`config.mk`:
```
export PLATFORM = sky130hd
export DESIGN_NAME = mac_status_pipe
export DESIGN_NICKNAME = d
export VERILOG_FILES = /design/src/rtl/mac_status_pipe.sv
export SDC_FILE = /design/constraint.sdc
export NUM_CORES = 1
export LEC_CHECK = 0
export BUFFER_PORTS_ARGS = -buffer_cell sky130_fd_sc_hd__buf_2
export CAP_MARGIN = 20
export CORE_UTILIZATION = 30
export DETAILED_ROUTE_END_ITERATION = 10
export HOLD_SLACK_MARGIN = 0.02
export SLEW_MARGIN = 20
export SYNTH_ARGS = -nofsm -noshare
export SYNTH_HDL_FRONTEND = slang
export SYNTH_SLANG_ARGS = --single-unit
```
`constraint.sdc`:
```
create_clock -name clock -period 2.6 [get_ports clock]
set_input_delay 0.26 -clock clock [delete_from_list [all_inputs] [get_ports clock]]
set_output_delay 0.26 -clock clock [all_outputs]
set_load 0.05 [all_outputs]
```
`src/rtl/mac_status_pipe.sv`:
```
// Elastic valid/ready pipe for the FP MAC adder-stage status bits, with per-run overflow counting.
// Optional backpressure counter on stall_cycles is enabled by defining MAC_STATUS_STALL_CNT_EN.
module mac_status_pipe #(
  parameter int DEPTH  = 2,
  parameter int FLAG_W = 3,
  parameter int CNT_W  = 8
) (
  input  logic              clock,
  input  logic              resetn,
  input  logic              flush,
  input  logic              in_valid,
  output logic              in_ready,
  input  logic              in_current_sign,
  input  logic              in_ov_sign,
  input  logic [FLAG_W-1:0] in_flags,
  input  logic              in_last,
  output logic              out_valid,
  input  logic              out_ready,
  output logic              out_sign,
  output logic              out_ov_sign,
  output logic [FLAG_W-1:0] out_flags,
  output logic              out_last,
  output logic              run_done,
  output logic [CNT_W-1:0]  run_ov_count,
  output logic [15:0]       stall_cycles
);

  typedef struct packed {
    logic              sign;
    logic              ov_sign;
    logic [FLAG_W-1:0] flags;
    logic              last;
  } entry_t;

  entry_t           st      [DEPTH];
  entry_t           src     [DEPTH];
  entry_t           in_entry;
  logic [DEPTH-1:0] vld;
  logic [DEPTH-1:0] ld;
  logic [DEPTH-1:0] src_vld;

  // A stage may load when it or any stage downstream of it has room, or the output drains.
  for (genvar k = 0; k < DEPTH; k++) begin : g_ld
    assign ld[k] = out_ready || !(&vld[DEPTH-1:k]);
  end

  assign in_ready = !flush && ld[0];
  assign in_entry = {in_current_sign, in_ov_sign, in_flags, in_last};

  always_comb begin
    src_vld = '0;
    for (int k = 0; k < DEPTH; k++) src[k] = '0;
    src[0]     = in_entry;
    src_vld[0] = in_valid && in_ready;
    for (int k = 1; k < DEPTH; k++) begin
      src[k]     = st[k-1];
      src_vld[k] = vld[k-1];
    end
  end

  // Data only updates when a valid entry lands, so empty stages stay quiet.
  always_ff @(posedge clock) begin
    if (!resetn) begin
      vld <= '0;
      for (int k = 0; k < DEPTH; k++) st[k] <= '0;
    end else if (flush) begin
      vld <= '0;
    end else begin
      for (int k = 0; k < DEPTH; k++) begin
        if (ld[k]) begin
          vld[k] <= src_vld[k];
          if (src_vld[k]) st[k] <= src[k];
        end
      end
    end
  end

  assign out_valid   = vld[DEPTH-1];
  assign out_sign    = st[DEPTH-1].sign;
  assign out_ov_sign = st[DEPTH-1].ov_sign;
  assign out_flags   = st[DEPTH-1].flags;
  assign out_last    = st[DEPTH-1].last;

  logic             xfer;
  logic [CNT_W-1:0] cnt;
  logic [CNT_W-1:0] cnt_next;
  logic [CNT_W:0]   cnt_sum;

  assign xfer = out_valid && out_ready;

  always_comb begin
    cnt_sum  = {1'b0, cnt} + {{CNT_W{1'b0}}, out_ov_sign};
    cnt_next = cnt_sum[CNT_W] ? {CNT_W{1'b1}} : cnt_sum[CNT_W-1:0];
  end

  // A handshake that coincides with flush is dropped from the run accounting.
  always_ff @(posedge clock) begin
    if (!resetn) begin
      cnt          <= '0;
      run_done     <= 1'b0;
      run_ov_count <= '0;
    end else if (flush) begin
      cnt      <= '0;
      run_done <= 1'b0;
    end else if (xfer) begin
      if (out_last) begin
        run_ov_count <= cnt_next;
        cnt          <= '0;
        run_done     <= 1'b1;
      end else begin
        cnt      <= cnt_next;
        run_done <= 1'b0;
      end
    end else begin
      run_done <= 1'b0;
    end
  end

`ifdef MAC_STATUS_STALL_CNT_EN
  logic [15:0] stall_q;

  always_ff @(posedge clock) begin
    if (!resetn || flush) begin
      stall_q <= '0;
    end else if (out_valid && !out_ready && stall_q != 16'hFFFF) begin
      stall_q <= stall_q + 16'd1;
    end
  end

  assign stall_cycles = stall_q;
`else
  assign stall_cycles = '0;
`endif

endmodule

```
==> results list <==
- Reg-to-reg slack, setup: 780 ps
- For this design, the sink count on the clock tree is 31.
- Of the total synthesized cell area, the portion taken by full adders, half adders and majority gates is 0.0157.
* Gr usage total: 0.120
- Worst Hold Launch: in_valid
- For the worst setup path, the data arrival time is 1980 ps.
- Fill cell instance count of the final layout: 549
- Internal power contribution: 0.000918 W
- In this run the tool buffered the top-level ports with 27 buffer cells.
- In the routed layout, each cell is associated on average with a via count of roughly 4.6.
* Unique cell type count in the Yosys netlist: between 40 and 50
- Clock transition at the registers of the reported paths: 70 ps
* Top-level port count: 44
- During synthesis, Yosys emitted a total of 0 warnings.
* WHS Endpoint: vld[0]
* Via total after detailed routing: approximately 1,100
- The path class of the tightest hold or removal check is primary input to flip-flop.
* Seq cells post-synth: 31
* Static leakage: 0.725 nW
* Power per unit of standard cell area: 668 nW/um2
* DP Wirelength: ~2.1 mm
- Fraction of synthesized area in multiplexers: 0
- Number of remaining DRC errors: 0
* Total number of nets in the final design: 189
- Routability-driven placement finished with a final weighted congestion of slightly above 0.8.
* Effective utilization at floorplan: 0.312
- Parity-gate share of the synthesized area counting xor and xnor cells: 0.0110
- Pre-antenna DRT Iters: 4
- 1st-iter DRT viols: 52
- The longest clock path from root to sink contains 2 buffers.
- Cells traversed along the worst timing path: ha_1 > ha_1 > and4_1 > a2111oi_4 > a211oi_1
- The startpoint identified for the worst register-to-register timing path is st[0][10].
- In this run the remaining antenna-violating nets after routing total 0.
- Dividing the final minimum period by the clock period gives 0.700.
- First-pass GRT wire length: around 4.9 mm
- The worst-case IR drop observed on VDD is 0.229 mV.
- Ant diodes: 0
- Timing-limited maximum frequency: around 550 MHz
* Bufs and invs on worst path: 0
* Switch Pwr: 0.000296 W
- Post-CTS Resized: 0
- Wire length per cell after detailed routing: 12.0 um
* Tightest slew margin relative to the limit: 0.459
- Among cell families on the critical path, the largest total delay comes from compound AO/OA/AOI/OAI gates.
- Accumulated negative setup slack: 0 ps
- The die is around 75 um tall.
* Area after DPL: approximately 1700 um2
* Gate power share: 0.098
- Hold bufs inserted after CTS: 0
- The slowest stage of the critical path belongs to the cell sky130_fd_sc_hd__edfxtp_1.
- Wirelength, routed: ~3 mm
- The hold violation total from the final report was 0.
- For this run, the slowest stage of the critical path takes approximately 380 ps.
- The fraction of the mapped netlist area in compound gates is 0.191.
- Number of standard-cell rows in the floorplan: 26
- The tool flagged a number of max-cap violations equal to 0.
- Final global-route overflow total: 0
* Synth Area in Simple Gates: 0.193
- The mapped netlist covers 1600 um2.
- Root buffer selected by CTS: sky130_fd_sc_hd__clkbuf_8
- For the pin with the worst max-slew slack, the measured transition is roughly 800 ps.
* Worst setup SP type: flip-flop
- In this run the worst path has a maximum fanout of 6.
* Core box area: 5110 um2
- For the final database, setup skew stands at 5.25 ps.
- Share of the core filled with cells: 0.356
- Number of cells on the worst hold path: 3
* Worst reg2reg path depth: 5
* RSZ-0062 raised after global routing: no
* Max H-tree Level: 2
- Maximum number of pins on one net before global-route repair: 17
* Ratio of cells with drive above 1 in the final layout: 0.260
- Dominant combinational cell family by area after synthesis: simple AND/OR/NAND/NOR gates
* Data required time at the worst endpoint: between 2000 and 3000 ps
- Setup violations remaining at the end of the flow were counted as 0.
* Synthesized netlist cell count: around 150
- Summing all non-filler instances in the final layout gives an area of around 1800 um2.
- Slew Viols, Final: 0
* Cell mode on critical path: sky130_fd_sc_hd__ha_1
- The share of total power dissipated in sequential elements is 0.430.
- Buffers inserted during clock tree synthesis total 5.
- The die is ~75 um wide.
* Clock tree from TritonCTS: built
* Worst flop-to-flop path endpoint: cnt[5]
- The floorplan step defined a die boundary enclosing 5610 um2.
* Proportion of synthesized chip area in sequential cells: 0.464
- Outcome: complete, no violations
- The worst setup path is captured at a flip-flop.
* Vias in the first global route: between 1,000 and 1,500
- The initial antenna violation count was 0.
- Buffers inserted during post-CTS setup optimization: 0
* Category of the most critical setup path: flip-flop to flip-flop
* Net switching fraction of the power: 0.244
* Area Growth Syn to Fin: 14.0%
* Post-synthesis average cell area: around 10 um2
* Clock Power Share: 0.473
- Final period demand of the worst path: between 1500 and 2000 ps
- The clock reaches the later pin of the worst-skew pair after 290 ps.
Yosys cell counts (all sizes together):
| library cell | instances | share of area |
|---|---|---|
| a2111oi | 1 | 0.017 |
| a211oi | 8 | 0.041 |
| a21bo | 1 | 0.0063 |
| a21oi | 8 | 0.030 |
| a31oi | 4 | 0.016 |
| a41o | 1 | 0.0063 |
| a41oi | 2 | 0.016 |
| and2 | 14 | 0.055 |
| and3 | 5 | 0.024 |
| and3b | 1 | 0.0055 |
| and4 | 3 | 0.017 |
| and4b | 2 | 0.013 |
| buf | 24 | 0.12 |
| clkbuf | 2 | 0.0055 |
| conb | 1 | 0.0024 |
| dfxtp | 19 | 0.24 |
| edfxtp | 12 | 0.23 |
| ha | 2 | 0.016 |
| inv | 1 | 0.0024 |
| nand2 | 4 | 0.011 |
| nand2b | 2 | 0.0078 |
| nand3 | 4 | 0.013 |
| nand4 | 1 | 0.0039 |
| nand4b | 1 | 0.0055 |
| nor2 | 6 | 0.014 |
| nor2b | 2 | 0.0078 |
| nor3 | 3 | 0.013 |
| o21ai | 12 | 0.038 |
| o311ai | 1 | 0.0055 |
| o31ai | 1 | 0.0047 |
| o41ai | 2 | 0.011 |
| or3 | 1 | 0.0039 |
| xnor2 | 2 | 0.011 |
how the worst max path moves through the flow:
stage	to	slack, ps	from	depth (start not counted)
after CTS	cnt[5]	780	st[0][10]	5
after global placement	cnt[5]	840	st[0][10]	5
final	cnt[5]	780	st[0][10]	5
after floorplan	st[0][0]	510	vld[1]	3
after detailed placement	cnt[5]	790	st[0][10]	5
after global routing	cnt[5]	680	st[0][10]	5
sequential cells by signal, indices dropped and copies added (netlist names):
register      count
vld               2
cnt               8
run_ov_count      8
run_done          1
st               12
stage by stage:
stage	setup slack (ps)	power, W	hold slack (ps)	cells
4_1_cts	783	0.00123	214	247
3_3_place_gp	836	0.000651	464	239
5_1_grt	681	0.00126	225	247
2_1_floorplan	506	0.000649	381	168
6_report	781	0.00121	219	247
3_5_place_dp	789	0.000652	469	239
layer usage:
layer / share of wire / vias up / global-route usage
li1: - / 580 / -
met1: 0.49 / 522 / 0.149
met2: 0.44 / 34 / 0.184
met3: 0.052 / 7 / 0.0428
met4: 0.020 / 0 / 0.0587
met5: 0 / - / 0
power by group through the flow:
stage	clock network, W	registers, W	logic [W]
global placement	0	0.000533	0.000119
finish	0.000574	0.000522	0.000119
floorplan	0	0.000554	0.0000956
detailed placement	0	0.000533	0.000119
CTS	0.000585	0.000522	0.000119
global route	0.000610	0.000523	0.000127
worst reg2reg max path, stage by stage, from the launching register on:
cell	delay (ps)
sky130_fd_sc_hd__edfxtp_1	380
sky130_fd_sc_hd__ha_1	230
sky130_fd_sc_hd__ha_1	250
sky130_fd_sc_hd__and4_1	340
sky130_fd_sc_hd__a2111oi_4	380
sky130_fd_sc_hd__a211oi_1	110
cell families after synthesis:
kind of cell	count (synthesis)
xor+xnor	2
compound gates	41
simple gates	49
flops	31
other cells	1
fa+ha+maj	2
buf+inv	27
area by class of cell:
cell class              count  area [um2]  share of cell area
flip-flops and latches     31         741               0.407
repair buffers             27         135              0.0743
clock buffers               5        68.8              0.0379
clock inverters             3        67.6              0.0372
well taps                  70        87.6              0.0482
inverters                   1        3.75             0.00206
multi-input cells         110         714               0.393
cell usage in the layout (no fill, tap or decap), types with 2 or more instances in the layout:
cell / count
sky130_fd_sc_hd__a21oi_1: 6
sky130_fd_sc_hd__a31oi_1: 4
sky130_fd_sc_hd__ha_1: 2
sky130_fd_sc_hd__and4_1: 2
sky130_fd_sc_hd__buf_2: 27
sky130_fd_sc_hd__conb_1: 16
sky130_fd_sc_hd__and3_1: 3
sky130_fd_sc_hd__nand3_1: 4
sky130_fd_sc_hd__nand2b_1: 2
sky130_fd_sc_hd__and4b_1: 2
sky130_fd_sc_hd__edfxtp_1: 12
sky130_fd_sc_hd__o41ai_1: 2
sky130_fd_sc_hd__nor3_1: 2
sky130_fd_sc_hd__a211oi_1: 7
sky130_fd_sc_hd__dfxtp_1: 19
sky130_fd_sc_hd__o21ai_0: 12
sky130_fd_sc_hd__nor2b_1: 2
sky130_fd_sc_hd__xnor2_1: 2
sky130_fd_sc_hd__bufinv_16: 2
sky130_fd_sc_hd__a21oi_2: 2
sky130_fd_sc_hd__and2_1: 14
sky130_fd_sc_hd__nor2_1: 6
sky130_fd_sc_hd__nand2_1: 3
sky130_fd_sc_hd__clkbuf_8: 5
Power figures use the tool's default switching activity.
